## src/rtl/ifu_enum.sv

```systemverilog
// Shared types and constants for the hxd32 instruction fetch unit.
package ifu_enum;

  typedef enum logic [1:0] {
    FETCH_LO,
    FETCH_HI,
    VALID
  } fetch_state_t;

  localparam logic [1:0] INST_LEN_32 = 2'b11;
  localparam logic [2:0] PC_INC_2    = 3'd2;
  localparam logic [2:0] PC_INC_4    = 3'd4;

endpackage

```

## src/rtl/inst_align.sv

```systemverilog
// Realigns one instruction out of a 32-bit word, given pc[1] and the
// halfword carried over from the previous word for straddling instructions.
module inst_align
  import ifu_enum::*;
#(
  parameter int XLEN = 32
) (
  input  logic            pc_hi,
  input  logic [XLEN-1:0] word,
  input  logic [15:0]     hw_buf,
  output logic [XLEN-1:0] inst,
  output logic            straddle,
  output logic            compressed
);

  logic [15:0] half;

  always_comb begin
    half       = pc_hi ? word[31:16] : word[15:0];
    compressed = (half[1:0] != INST_LEN_32);
    straddle   = pc_hi && !compressed;
    inst       = '0;
    if (compressed) begin
      inst[15:0] = half;
    end else if (pc_hi) begin
      inst[31:0] = {word[15:0], hw_buf};
    end else begin
      inst[31:0] = word[31:0];
    end
  end

endmodule

```

## src/rtl/inst_fetch.sv

```systemverilog
// hxd32 instruction fetch: PC register, instruction RAM reads, one-word cache
// and realignment of compressed / word-straddling instructions.
//
// state    | meaning
// FETCH_LO | reading the word that holds pc
// FETCH_HI | reading the next word to finish a straddling 32-bit instruction
// VALID    | instruction presented, waiting for the decoder to consume it
module inst_fetch
  import ifu_enum::*;
#(
  parameter int              XLEN     = 32,
  parameter logic [XLEN-1:0] RESET_PC = '0
) (
  input  logic            clk_i,
  input  logic            rst_n_i,
  input  logic            pc_wr_en_i,
  input  logic            pc_wr_sel_i,
  input  logic            pc_inc_sel_i,
  input  logic [XLEN-1:0] pc_jump_addr_i,
  output logic            iram_rd_en_o,
  output logic [XLEN-1:0] iram_rd_addr_o,
  input  logic            iram_rd_valid_i,
  input  logic [XLEN-1:0] iram_rd_data_i,
  output logic            inst_valid_o,
  output logic [XLEN-1:0] inst_data_o,
  output logic [XLEN-1:0] pc_data_o
);

  fetch_state_t    state, state_nxt;
  logic [XLEN-1:0] pc, pc_nxt, jump_pc, inst_q;
  logic [XLEN-1:0] cache_word;
  logic [XLEN-3:0] cache_tag, hi_tag;
  logic            cache_valid;
  logic [15:0]     hw_buf;

  logic            mem_pc_hi, mem_straddle, mem_compressed;
  logic [XLEN-1:0] mem_word, mem_inst;
  logic [XLEN-1:0] hit_inst;
  logic            hit_straddle, hit_compressed, hit;
  logic            rd_ack, consume;
  logic            unused_flags;

  assign hi_tag  = pc[XLEN-1:2] + (XLEN-2)'(1);
  assign jump_pc = pc_jump_addr_i & ~XLEN'(1);
  assign pc_nxt  = pc_wr_sel_i ? jump_pc
                 : pc + XLEN'(pc_inc_sel_i ? PC_INC_2 : PC_INC_4);
  assign rd_ack  = iram_rd_en_o && iram_rd_valid_i;
  assign consume = (state == VALID) && pc_wr_en_i;

  // In FETCH_HI the buffered upper half stands in for the word's upper half,
  // so the aligner's straddle output becomes {W[15:0], buffered half}.
  always_comb begin
    mem_pc_hi = pc[1];
    mem_word  = iram_rd_data_i;
    if (state == FETCH_HI) begin
      mem_pc_hi       = 1'b1;
      mem_word[31:16] = hw_buf;
    end
  end

  inst_align #(.XLEN(XLEN)) u_align_mem (
    .pc_hi      (mem_pc_hi),
    .word       (mem_word),
    .hw_buf     (hw_buf),
    .inst       (mem_inst),
    .straddle   (mem_straddle),
    .compressed (mem_compressed)
  );

  inst_align #(.XLEN(XLEN)) u_align_hit (
    .pc_hi      (pc_nxt[1]),
    .word       (cache_word),
    .hw_buf     (hw_buf),
    .inst       (hit_inst),
    .straddle   (hit_straddle),
    .compressed (hit_compressed)
  );

  assign hit          = cache_valid && (pc_nxt[XLEN-1:2] == cache_tag) && !hit_straddle;
  assign unused_flags = mem_compressed ^ hit_compressed;

  always_ff @(posedge clk_i or negedge rst_n_i) begin
    if (!rst_n_i) state <= FETCH_LO;
    else          state <= state_nxt;
  end

  always_comb begin
    state_nxt      = state;
    iram_rd_en_o   = 1'b0;
    iram_rd_addr_o = {pc[XLEN-1:2], 2'b00};
    case (state)
      FETCH_LO: begin
        iram_rd_en_o = 1'b1;
        if (iram_rd_valid_i) state_nxt = mem_straddle ? FETCH_HI : VALID;
      end
      FETCH_HI: begin
        iram_rd_en_o   = 1'b1;
        iram_rd_addr_o = {hi_tag, 2'b00};
        if (iram_rd_valid_i) state_nxt = VALID;
      end
      VALID: begin
        if (pc_wr_en_i) state_nxt = hit ? VALID : FETCH_LO;
      end
      default: state_nxt = FETCH_LO;
    endcase
  end

  always_ff @(posedge clk_i or negedge rst_n_i) begin
    if (!rst_n_i) begin
      pc          <= RESET_PC;
      inst_q      <= '0;
      cache_word  <= '0;
      cache_tag   <= '0;
      cache_valid <= 1'b0;
      hw_buf      <= '0;
    end else begin
      if (rd_ack) begin
        cache_word  <= iram_rd_data_i;
        cache_valid <= 1'b1;
        cache_tag   <= (state == FETCH_HI) ? hi_tag : pc[XLEN-1:2];
        if (state == FETCH_LO && mem_straddle) hw_buf <= iram_rd_data_i[31:16];
        else                                   inst_q <= mem_inst;
      end
      if (consume) begin
        pc <= pc_nxt;
        if (hit) inst_q <= hit_inst;
      end
    end
  end

  assign inst_valid_o = (state == VALID);
  assign inst_data_o  = inst_q;
  assign pc_data_o    = pc;

endmodule

```

## config.mk

```make
export PLATFORM = sky130hd
export DESIGN_NAME = inst_fetch
export DESIGN_NICKNAME = d
export VERILOG_FILES = /design/src/rtl/ifu_enum.sv /design/src/rtl/inst_align.sv /design/src/rtl/inst_fetch.sv
export SDC_FILE = /design/constraint.sdc
export NUM_CORES = 1
export LEC_CHECK = 0
export CAP_MARGIN = 15
export CORE_ASPECT_RATIO = 1.1
export CORE_MARGIN = 2
export CORE_UTILIZATION = 56
export CTS_CLUSTER_DIAMETER = 40
export DETAILED_ROUTE_END_ITERATION = 8
export PLACE_DENSITY = 0.84
export REMOVE_ABC_BUFFERS = 1
export SYNTH_ARGS = -nofsm -noshare
export SYNTH_HDL_FRONTEND = slang
export SYNTH_SLANG_ARGS = --single-unit
```

## constraint.sdc

```tcl
create_clock -name clk_i -period 6.5 [get_ports clk_i]
set_input_delay 0.975 -clock clk_i [delete_from_list [all_inputs] [get_ports clk_i]]
set_output_delay 0.975 -clock clk_i [all_outputs]
set_load 0.01 [all_outputs]
```

==> metrics.txt <==
outcome=finished clean; Max Clock Freq=201 MHz; cell count of the worst hold path=1; Post-CTS Resized=0; number of synthesized flops with an enable pin=0; Synth Register Bits=144; first-pass GRT wire length=47,500 µm; via/cell ratio=6.50; RSZ-0062 raised after global routing=false; total grt overflow=0; Root Buffer=clkbuf_16; Crit Path Category=register to primary output; post-DP HPWL=20,200 µm; H-tree levels=4; fin crit period=4.98 ns; fraction of layout cells with a size suffix above 1=13.4%; FILL cells=1,371; clock slew at reported path FFs=0.07 ns; slowest cell on the critical path=or4b_2; Initial Util=56.6%; layout overhead on the synthesized area=22.7%; post-synth cell types=72; maximum root-to-sink buffer count=2; postcts setup bufs=0; io pins=168; cts hold-fix bufs=0; Syn Inst Count=1,082; worst hold start=cache_valid; CP Data Required Time=5.52 ns; Vias=9,347; Avg WL per Cell=21.1 µm; port bufs=163; Worst Setup End Kind=primary output; power density cells=433 nW/µm²; crit path launch type=register; crit path cell chain=nand2_1 > nor3_1 > or4b_2 > nor2_1 > nand2_1 > nor2_1 > xor2_1 > clkdlybuf4s50_1; Die ar.=18,800 µm²; RR Endpoint=inst_data_o[18]; DRC=0; crit path buf inv count=1; routed wire length=30,300 µm; GRT Util Overall=32.8%; Fin Setup TNS=0 ns; Post-DP Area=11,600 µm²; Top Family by Delay on Critical Path=simple AND/OR/NAND/NOR gates; pin count of the biggest net entering global routing=98; Placed Cells=1,407; Final GP Congestion=0.963; min-delay worst type=register to register; CP Max Fanout=14; syn avg cell area=9.15 µm²; Slew headroom=19.2%; # rows=51; crit-path max cell delay=0.74 ns; reg2reg setup slack=2.42 ns; Core ar.=17,500 µm²; design area=12,100 µm²; Final Cycle Share=76.6%; Most used DFF post-synth=dfrtp_1; Final #Nets=1,262; n_diodes=0; Layout Cells excl Fill=1,439; register area share after synthesis=36.4%; final hold vios=0; Max Slew Vio Count=0; Worst-Skew Late Latency=0.44 ns; Max-Cap Viols=0; Stages on worst setup path=8; Final ANT Viol Nets=0; Setup Skew=0.00883 ns; DR pass1 iterations=7; yosys warns=0; Async SR Flop Fraction=100%; slew of the pin with the lowest slew margin=1.21 ns; vias in the first global route=8,949; mapped cell area=9900 µm²; worst r2r path cells=10; die extent in y=143 µm; Worst VDD drop=0.250 mV; Leak=0.00496 µW; CTS tree=yes; WP data arrival=4.01 ns; Iter 0 DRT Violations=976; die width=131 µm; initial antenna violation count=1; hold worst-path end=cache_valid; final setup violating endpoints=0; CTS sink cnt=144; CTS Buf Count=17; worst r2r src=pc_data_o[1]
==> stage by stage <==
step / power (µW) / setup slack [ns] / hold WS [ns] / utilization (%)
finish: 5260 / 1.52 / 0.477 / 69.5
CTS: 5220 / 1.53 / 0.474 / 69.5
global route: 5540 / 1.27 / 0.491 / 69.5
detailed placement: 4200 / 1.41 / 0.459 / 66.1
global placement: 4120 / 1.51 / 0.452 / 66.1
floorplan: 3160 / -1.23 / 0.435 / -
==> metal layers <==
metal / track usage [%] / vias to the layer above / part of all wire [%]
met5: 0 / - / 0.043
met4: 18.3 / 2 / 5.0
met3: 7.71 / 112 / 9.1
met2: 53.2 / 558 / 48
met1: 40.2 / 4492 / 37
li1: - / 4183 / -
==> flip-flops by register name, indices dropped and copies added, names as in the netlist <==
name         cells
hw_buf          16
state            2
cache_tag       30
cache_word      32
pc_data_o       31
cache_valid      1
inst_data_o     32
==> report_power, final <==
| part | internal, µW | leakage, µW | switching (µW) | total, µW |
|---|---|---|---|---|
| Clock | 548 | 0.000294 | 462 | 1010 |
| Sequential | 1260 | 0.00174 | 548 | 1810 |
| Combinational | 1220 | 0.00293 | 1220 | 2440 |
==> synth_stat cells, types with 5 or more instances <==
library cell	instances	area share, %
dfrtp_1	144	36
a21oi_1	97	4.9
mux2_2	86	9.8
nor2_1	81	3.1
mux2i_1	79	8.0
nand2_1	78	3.0
clkbuf_1	56	2.1
nand3_1	48	2.4
nor3_1	44	2.2
xnor2_1	40	3.5
xor2_1	33	2.9
o21ai_0	28	1.4
nand4_1	22	1.4
inv_1	21	0.80
a311oi_1	19	1.7
o22ai_1	19	1.2
buf_2	17	0.86
buf_1	13	0.49
a22oi_1	11	0.83
nand2b_1	9	0.57
nor4_1	9	0.57
or4_1	7	0.53
a31oi_1	6	0.38
and3_1	6	0.38
nor2b_1	6	0.38
and2_1	5	0.32
nor4_4	5	1.1
o2111ai_1	5	0.44
o21a_1	5	0.38
==> worst max path at each step <==
stage / start / end / slack (ns)
3_5_place_dp: pc_inc_sel_i / inst_data_o[18] / 1.41
4_1_cts: pc_data_o[5] / iram_rd_addr_o[29] / 1.53
2_1_floorplan: iram_rd_data_i[17] / state[1] / -1.23
3_3_place_gp: pc_inc_sel_i / inst_data_o[17] / 1.51
5_1_grt: pc_data_o[5] / iram_rd_addr_o[29] / 1.27
6_report: pc_data_o[5] / iram_rd_addr_o[29] / 1.52
==> worst reg2reg max path, stage by stage, from the launching register on <==
cell      delay (ns)
dfrtp_1         0.51
ha_1            0.28
a21oi_1         0.22
or4_1           0.83
or4_1           0.62
a311o_1         0.41
o211ai_2        0.12
nor4_4          0.10
nand4_4         0.10
buf_4           0.50
mux2i_1         0.30
==> logic make-up after synthesis <==
group,count (synthesis),share of synthesized area (%)
buf+inv,115,5.14
compound gates,233,15.2
fa+ha+maj,4,0.581
simple gates,347,18.4
flops,144,36.4
mux,165,17.8
other cells,1,0.0379
xor+xnor,73,6.46
==> cell usage in the layout (no fill, tap or decap), drive strengths merged, types with 25 or more instances in the layout <==
| cell | synthesis | routed |
|---|---|---|
| clkdlybuf4s50 | 0 | 161 |
| nand3 | 50 | 50 |
| o21ai | 30 | 30 |
| dfrtp | 144 | 144 |
| mux2i | 79 | 79 |
| mux2 | 86 | 86 |
| xor2 | 33 | 33 |
| inv | 21 | 31 |
| nand2 | 78 | 78 |
| xnor2 | 40 | 40 |
| nand4 | 25 | 25 |
| nor2 | 81 | 81 |
| a21oi | 97 | 97 |
| nor3 | 44 | 44 |
==> cell type report <==
class	count	area, µm²	area share (%)
well taps	238	298	2.45
flip-flops and latches	144	3600	29.7
multi-input cells	825	5830	48.0
clock inverters	15	166	1.37
clock buffers	17	425	3.50
repair buffers	179	1750	14.4
inverters	21	78.8	0.649
Power figures use the tool's default switching activity.
